<file path="config.mk">
export PLATFORM = sky130hd
export DESIGN_NAME = pipe_ctrl
export DESIGN_NICKNAME = d
export VERILOG_FILES = /design/src/rtl/pipe_ctrl.sv
export SDC_FILE = /design/constraint.sdc
export NUM_CORES = 1
export LEC_CHECK = 0
export BUFFER_PORTS_ARGS = -buffer_cell sky130_fd_sc_hd__buf_2
export CORE_MARGIN = 4
export CORE_UTILIZATION = 45
export CTS_BUF_LIST = sky130_fd_sc_hd__clkbuf_16
export DETAILED_ROUTE_END_ITERATION = 16
export HOLD_SLACK_MARGIN = 0.1
export PLACE_DENSITY = 0.66
export RECOVER_POWER = 100
export SYNTH_ARGS = -nofsm -noshare
export SYNTH_HDL_FRONTEND = slang
export SYNTH_SLANG_ARGS = --single-unit
</file>
<file path="constraint.sdc">
create_clock -name clk -period 3.2 [get_ports clk]
set_clock_uncertainty 0.15 [all_clocks]
set_input_delay 0.64 -clock clk [delete_from_list [all_inputs] [get_ports clk]]
set_output_delay 0.64 -clock clk [all_outputs]
set_load 0.05 [all_outputs]
</file>
<file path="src/rtl/pipe_ctrl.sv">
// pipe_ctrl: in-order pipeline sequencing controller.
// Tracks one valid bit per stage, generates per-stage load enables and squash
// strobes, handles load-use stalls, taken-branch flushes and end-of-program
// drain, and keeps saturating retire/stall counters.
// Parameter legality: 0 <= HAZ_STAGE < BR_STAGE < NUM_STAGES.
module pipe_ctrl #(
  parameter int NUM_STAGES = 5,
  parameter int HAZ_STAGE  = 1,
  parameter int BR_STAGE   = 2,
  parameter int CNT_W      = 16
) (
  input  logic                  clk,
  input  logic                  reset,
  input  logic                  valid,
  input  logic                  opr_finished,
  input  logic                  hazard,
  input  logic                  branch_taken,
  output logic [NUM_STAGES-1:0] stage_en,
  output logic [NUM_STAGES-1:0] stage_valid,
  output logic [NUM_STAGES-1:0] flush,
  output logic                  fetch_ready,
  output logic                  busy,
  output logic                  done,
  output logic [CNT_W-1:0]      retired_cnt,
  output logic [CNT_W-1:0]      stall_cnt
);

  typedef enum logic [1:0] {
    IDLE  = 2'd0,
    RUN   = 2'd1,
    DRAIN = 2'd2,
    DONE  = 2'd3
  } state_t;

  state_t                state, state_nxt;
  logic [NUM_STAGES-1:0] v_nxt;
  logic [NUM_STAGES-1:0] shift_in;
  logic                  stall;
  logic                  brk;
  logic                  fetch_acc;
  logic                  cnt_clr;

  // Counter increment that sticks at all-ones instead of wrapping.
  function automatic logic [CNT_W-1:0] sat_inc(input logic [CNT_W-1:0] c);
    sat_inc = (&c) ? c : c + CNT_W'(1);
  endfunction

  // Hazard/branch qualification and per-stage enables; a flush overrides a stall.
  always_comb begin
    busy        = (state == RUN) || (state == DRAIN);
    done        = (state == DONE);
    brk         = busy & branch_taken & stage_valid[BR_STAGE];
    stall       = busy & hazard & stage_valid[HAZ_STAGE] & ~brk;
    fetch_ready = (state == RUN) & ~stall & ~opr_finished;
    fetch_acc   = valid & fetch_ready;
    stage_en    = '0;
    flush       = '0;
    for (int i = 0; i < NUM_STAGES; i++) begin
      stage_en[i] = busy & ~(stall & (i <= HAZ_STAGE));
      flush[i]    = brk & (i < BR_STAGE);
    end
  end

  // Next valid vector: plain shift, stall (hold front, inject bubble) or flush.
  always_comb begin
    shift_in = {stage_valid[NUM_STAGES-2:0], fetch_acc};
    v_nxt    = stage_valid;
    if (busy) begin
      for (int i = 0; i < NUM_STAGES; i++) begin
        if (brk) begin
          // Younger stages are squashed; stage 0 may still take a new fetch.
          if (i == 0)             v_nxt[i] = fetch_acc;
          else if (i <= BR_STAGE) v_nxt[i] = 1'b0;
          else                    v_nxt[i] = shift_in[i];
        end else if (stall) begin
          if (i <= HAZ_STAGE)          v_nxt[i] = stage_valid[i];
          else if (i == HAZ_STAGE + 1) v_nxt[i] = 1'b0;
          else                         v_nxt[i] = shift_in[i];
        end else begin
          v_nxt[i] = shift_in[i];
        end
      end
    end
  end

  // Sequencing FSM next state; drain completes on the edge that empties the pipe.
  always_comb begin
    state_nxt = state;
    cnt_clr   = 1'b0;
    case (state)
      IDLE: begin
        if (opr_finished)  state_nxt = DONE;
        else if (valid)    state_nxt = RUN;
      end
      RUN: begin
        if (opr_finished)  state_nxt = DRAIN;
      end
      DRAIN: begin
        if (v_nxt == '0)   state_nxt = DONE;
      end
      DONE: begin
        if (valid && !opr_finished) begin
          state_nxt = RUN;
          cnt_clr   = 1'b1;
        end
      end
      default: state_nxt = IDLE;
    endcase
  end

  // State register.
  always_ff @(posedge clk or negedge reset) begin
    if (!reset) state <= IDLE;
    else        state <= state_nxt;
  end

  // Per-stage valid bits.
  always_ff @(posedge clk or negedge reset) begin
    if (!reset) stage_valid <= '0;
    else        stage_valid <= v_nxt;
  end

  // Retire and stall counters, cleared when a finished run restarts.
  always_ff @(posedge clk or negedge reset) begin
    if (!reset) begin
      retired_cnt <= '0;
      stall_cnt   <= '0;
    end else if (cnt_clr) begin
      retired_cnt <= '0;
      stall_cnt   <= '0;
    end else begin
      if (busy && stage_valid[NUM_STAGES-1]) retired_cnt <= sat_inc(retired_cnt);
      if (stall)                             stall_cnt   <= sat_inc(stall_cnt);
    end
  end

endmodule

</file>
# After elaboration in Yosys (flattened, before gate mapping)
# Cells that the tools add are included.
dict set report classes {
  add_sub_neg 2
  eq_ne 9
  mux 21
  n_bitwise 12
  reduce_logical 13
}
# cell n
set op_table {}
lappend op_table {{$mux 16} 6}
lappend op_table {{$add 16x1->16 const B} 2}
lappend op_table {{$reduce_and 16->1} 2}
lappend op_table {{$mux 2} 5}
lappend op_table {{$and 1x1->1} 9}
lappend op_table {{$mux 1} 8}
lappend op_table {{$pmux 2 s4} 1}
lappend op_table {{$ne 2x2->1 const B} 3}
lappend op_table {{$logic_not 5->1} 1}
lappend op_table {{$mux 5} 1}
lappend op_table {{$eq 2x2->1 const B} 2}
lappend op_table {{$ne 2x1->1 const B} 2}
lappend op_table {{$reduce_and 2->1} 2}
lappend op_table {{$reduce_and 4->1} 1}
lappend op_table {{$reduce_bool 2->1} 2}
lappend op_table {{$ne 3x3->1 const B} 1}
lappend op_table {{$not 1->1} 3}
lappend op_table {{$eq 2x1->1 const B} 1}
lappend op_table {{$logic_and 1x1->1} 2}
lappend op_table {{$logic_not 2->1} 1}
lappend op_table {{$logic_not 1->1} 1}
lappend op_table {{$logic_or 1x1->1} 1}
dict set report word_totals {
  ff_bits 39
  in_bits 6
  output_inout_bits 50
  elab_cells 61
}

# Logic depth before layout (Yosys ltp)
dict set report logic_depth {
  word_depth 16
  ltp_mapped 9
  ltp_nobuf 7
}

# Worst setup path before layout
# Ideal clock, no wire load.
dict set report synth_path {
  path_kind {reg-to-output}
  startpoint {reg state[0]}
  endpoint {out stage_en[1]}
  arrival_time_ns 2.683
  t_required_ns 2.410
  path_slack_ns -0.273
  stages_incl_launch_ff 7
  cell_sequence {dfrtp_1 inv_1 ha_1 buf_4 inv_1 a31oi_1 buf_4}
}
dict set report synth_via {
  elab_chain_len 8
  elab_cells_between_ends 11
  classes_between {eq/ne: 2; bitwise: 8; reduce/logical: 1}
}
# item line_no
set synth_lines {}
lappend synth_lines {{from (decl)} 35} ;# state_t state, state_nxt;
lappend synth_lines {{from (signal assigned)} 114} ;# else state <= state_nxt;
lappend synth_lines {{$eq 2x1->1 / $eq 2x2->1 (equally long branches)} 50} ;# busy = (state == RUN) || (state == DRAIN);
lappend synth_lines {{$logic_or 1x1->1 *} 50}
lappend synth_lines {{named net busy} 22} ;# output logic busy,
lappend synth_lines {{$and 1x1->1 (2 in series)} 52} ;# brk = busy & branch_taken & stage_valid[BR_STAGE];
lappend synth_lines {{$not 1->1} 53} ;# stall = busy & hazard & stage_valid[HAZ_STAGE] & ~brk;
lappend synth_lines {{$and 1x1->1} 53}
lappend synth_lines {{$not 1->1} -}
lappend synth_lines {{$and 1x1->1 *} -}
lappend synth_lines {{to (decl)} 18} ;# output logic [NUM_STAGES-1:0] stage_en,
# The timed path passes the listed nets; every way through them passes the cells marked *.

# Worst setup path after layout
dict set report layout_path {
  startpoint {reg state[0]}
  endpoint {out stage_en[0]}
}
dict set report layout_via {
  elab_chain_len 8
  elab_cells_between_ends 11
  classes_between {eq/ne: 2; bitwise: 8; reduce/logical: 1}
}
# item line_no
set layout_lines {}
lappend layout_lines {{$eq 2x1->1 / $eq 2x2->1 (equally long branches)} 50}
lappend layout_lines {{$logic_or 1x1->1 *} 50}
lappend layout_lines {{$and 1x1->1 (2 in series)} 52}
lappend layout_lines {{$not 1->1} 53}
lappend layout_lines {{$and 1x1->1} 53}
lappend layout_lines {{$not 1->1} 59} ;# stage_en[i] = busy & ~(stall & (i <= HAZ_STAGE));
lappend layout_lines {{$and 1x1->1 *} 59}
# Mark *: on every way between the ends. The rest lies on a longest branch, timed or not.

==> results.txt <==
----------------------------------------------------
[Logic synthesis]
  Avg Synthesized Cell Area ... 9.36 µm²
  Yosys reg bits ... 39
  Sequential fraction of the synthesis area ... 0.433
  Synth async-reset ratio ... 1.00
  Area share of the leading cell type in the synthesized netlist ... 0.433
  Top_reg_cell synth ... dfrtp_1
  Mux share of post-synthesis cell area ... 0.0233
  Synth top area cells ... dfrtp_1 43%, nor2_1 5.2%, xor2_1 5.0%, ha_1 3.9%, buf_4 3.3%
  Number of warnings issued by yosys ... 0
  Adder and majority cell fraction of the synthesized area ... 0.0388
  Largest family of logic cells by synthesized area ... simple AND/OR/NAND/NOR gates
  Count of flip-flops with a built-in enable after synthesis ... 0
  Library cell occupying the most area in the post-synthesis netlist ... dfrtp_1
  Synth unique cells ... 46
  Post-synthesis instance area ... 2260 µm²
  Syn Inst Count ... 241
  Synthesized-area fraction occupied by and/or/nand/nor cells ... 0.251
  Compound-Gate Fraction of Synth Area ... 0.114
  Share of the synthesized netlist area taken by xor and xnor gates ... 0.0815

[STA]
  Minimum clock period after layout ... 2.85 ns
  Upper clock frequency limit ... 351 MHz
  Pins over their slew limit ... 40
  Number of failing hold endpoints at the final stage ... 0
  Tcrit/Tclk final ... 0.889
  Final setup fails ... 0
  Setup TNS after final layout ... 0 ns
  Worst hold slack across all endpoints ... 0.412 ns
  Pin slew with the least headroom to its limit ... 2.09 ns
  Setup repair after global routing missed its margin ... false
  Max-slew headroom ... -0.393

[Global routing]
  Largest net degree at the start of global routing ... 40
  Via count of the first global-routing pass ... 1,744
  Number of antenna violations at the first check in global routing ... 0
  First-pass GRT wire length ... 8360 µm
  Total overflow reported by the global router ... 0
  Aggregate global-route resource usage ... 0.169

[Clocking]
  CTS HTree Levels ... 2
  Post-cts gate resize count ... 0
  Maximum root-to-sink buffer count ... 2
  Clock insertion delay at the later pin of the skew report ... 0.28 ns
  Clock-pin slew on the worst setup and hold paths ... 0.05 ns
  Total number of clock tree sinks ... 39
  Clock root buffer ... clkbuf_16
  CTS tree ... built
  Clock buffer count from CTS ... 5
  Post-CTS setup buffer count ... 0
  CTS Hold Bufs ... 0

[Place]
  DP Wirelength ... 3640 µm
  Cell count after placement ... 350
  Count of buffers inserted at the top-level ports ... 52
  Global placer's final weighted congestion ... 0.780

[Die]
  Number of cell rows ... 25
  Initial standard-cell utilization of the core ... 0.471
  Die area ... 6210 µm²
  Num ports ... 56
  Die width ... 78.8 µm
  Vertical die dimension ... 78.8 µm
  Area inside the core boundary ... 4790 µm²

[Finish]
  Number of inserted filler cells in the final layout ... 466
  Final layout net count ... 303
  Synthesis-to-finish area growth ... 15.8%
  Layout cells sized above 1 ... 0.0756
  Antenna fix cells ... 0
  Finished Layout Cells ... 358
  Final Core Density ... 0.546

[Setup path]
  Kind of critical path ... reg2out
  CP Launch Type ... register
  Endpoint arrival time on the critical path ... 2.06 ns
  Critical Path Fanout Max ... 7
  WP data required ... 2.41 ns
  Critical path capture point type ... output port

[Power]
  Switching fraction of total power ... 0.532
  Reported net switching power ... 1.33 mW
  Flop pwr share ... 0.289
  Power Dens Cells ... 958 nW/µm²
  Comb power frac ... 0.525
  VDD IR-drop max ... 0.00112 V
  Internal power ... 1.17 mW
  Relative contribution of the clock network to total power ... 0.186
  Pleak ... 1.14 nW

[Job]
  Count of maximum capacitance violations ... 1

[Detailed routing]
  Total via count after detailed routing ... 1,884
  DRC ... 0
  Total wire length ... 4960 µm
  Via-to-Cell Ratio ... 5.26
  Number of nets with antenna violations after routing ... 0
  First-pass DRT Iterations ... 4
  Average routed wire per standard cell ... 13.9 µm
  DRC marker count from the first detailed-route iteration ... 61

[Worst hold path]
  Worst min-delay path category ... reg2reg

[Status]
  Run status ... finished, violations left
  Violated checks ... max-capacitance violations, max-slew violations

----------------------------------------------------
cell usage after synthesis (2+ instances only):
master    instances
a21oi_1           6
a31oi_1           4
and2_1            2
and3_1            3
and4_1            4
buf_4            10
clkbuf_1          5
dfrtp_1          39
ha_1              7
inv_1             8
mux2_2            2
mux2i_1           3
nand2_1          20
nand3_1          10
nand4_1          10
nor2_1           31
nor3_1            5
nor4_1            4
o211ai_1          9
o21ai_0           8
or2_2             2
or3_1             3
or4_1             4
xnor2_1           8
xor2_1           13
flip-flops by register name (all words and copies together), names as in the netlist:
register	cells
stall_cnt	16
retired_cnt	16
state	2
stage_valid	5
through the flow:
step	setup WS (ns)	power, mW	area (µm²)
2_1_floorplan	0.0847	1.90	2270
3_3_place_gp	0.847	2.11	2550
3_5_place_dp	0.792	2.12	2550
4_1_cts	0.483	2.59	2690
5_1_grt	0.213	2.65	2610
6_report	0.355	2.50	2610
worst max-delay path, stage by stage, from the launching register on:
cell and delay [ns]:
dfrtp_1 0.39, inv_1 0.09, ha_1 0.38, inv_1 0.13
a31oi_1 0.28, clkbuf_1 0.50
routing by layer:
metal | global-route usage | vias to the layer above | routed length, µm
li1 | - | 949 | -
met5 | 0 | - | 0
met2 | 0.268 | 46 | 2230
met1 | 0.225 | 885 | 2410
met3 | 0.0408 | 4 | 280
met4 | 0.0629 | 0 | 46
area by class of cell:
cell class | instances | area (µm²) | share of cell area
clock inverters | 3 | 11.3 | 0.00431
clock buffers | 5 | 125 | 0.0479
multi-input cells | 180 | 1160 | 0.443
repair buffers | 56 | 228 | 0.0872
well taps | 67 | 83.8 | 0.0321
inverters | 8 | 30.0 | 0.0115
flip-flops and latches | 39 | 976 | 0.374
path summary, 6_finish.rpt:
kind	cells after the start	slack, ns	to	start
min in group asynchronous	1	0.81	stall_cnt[11]$_DFFE_PN0P_	reset
max	5	0.35	stage_en[0]	state[0]$_DFFE_PN0P_
min reg2reg	2	0.41	stage_valid[0]$_DFF_PN0_	stage_valid[0]$_DFF_PN0_
max in group asynchronous	1	0.89	stall_cnt[4]$_DFFE_PN0P_	reset
max reg2reg	8	0.60	retired_cnt[13]$_DFFE_PN0P_	state[0]$_DFFE_PN0P_
min	2	0.41	stage_valid[0]$_DFF_PN0_	stage_valid[0]$_DFF_PN0_
cells by family after synthesis:
kind of cell,Yosys count
AO/OA/AOI/OAI,38
flip-flops,39
multiplexers,5
AND/OR/NAND/NOR,106
other,1
buffers and inverters,24
adder cells (fa/ha/maj),7
XOR/XNOR,21
power groups by stage:
stage               registers (mW)  logic [mW]  clock network, mW
global route                 0.746        1.41              0.499
finish                       0.724        1.31              0.465
CTS                          0.724        1.39              0.477
detailed placement           0.732        1.39                  0
global placement             0.729        1.38                  0
floorplan                     1.01       0.885                  0
cell usage in the layout, fill, tap and decap left out, drive strengths merged, types with 5 or more instances in the layout:
cell type and count:
clkbuf 53, dfrtp 39, nor2 31, nand2 20, xor2 13, nand3 11
nand4 11, inv 9, o21ai 9, o211ai 9, xnor2 8, buf 8
ha 7, a21oi 6, nor3 5, or4 5
Power figures use the tool's default switching activity.
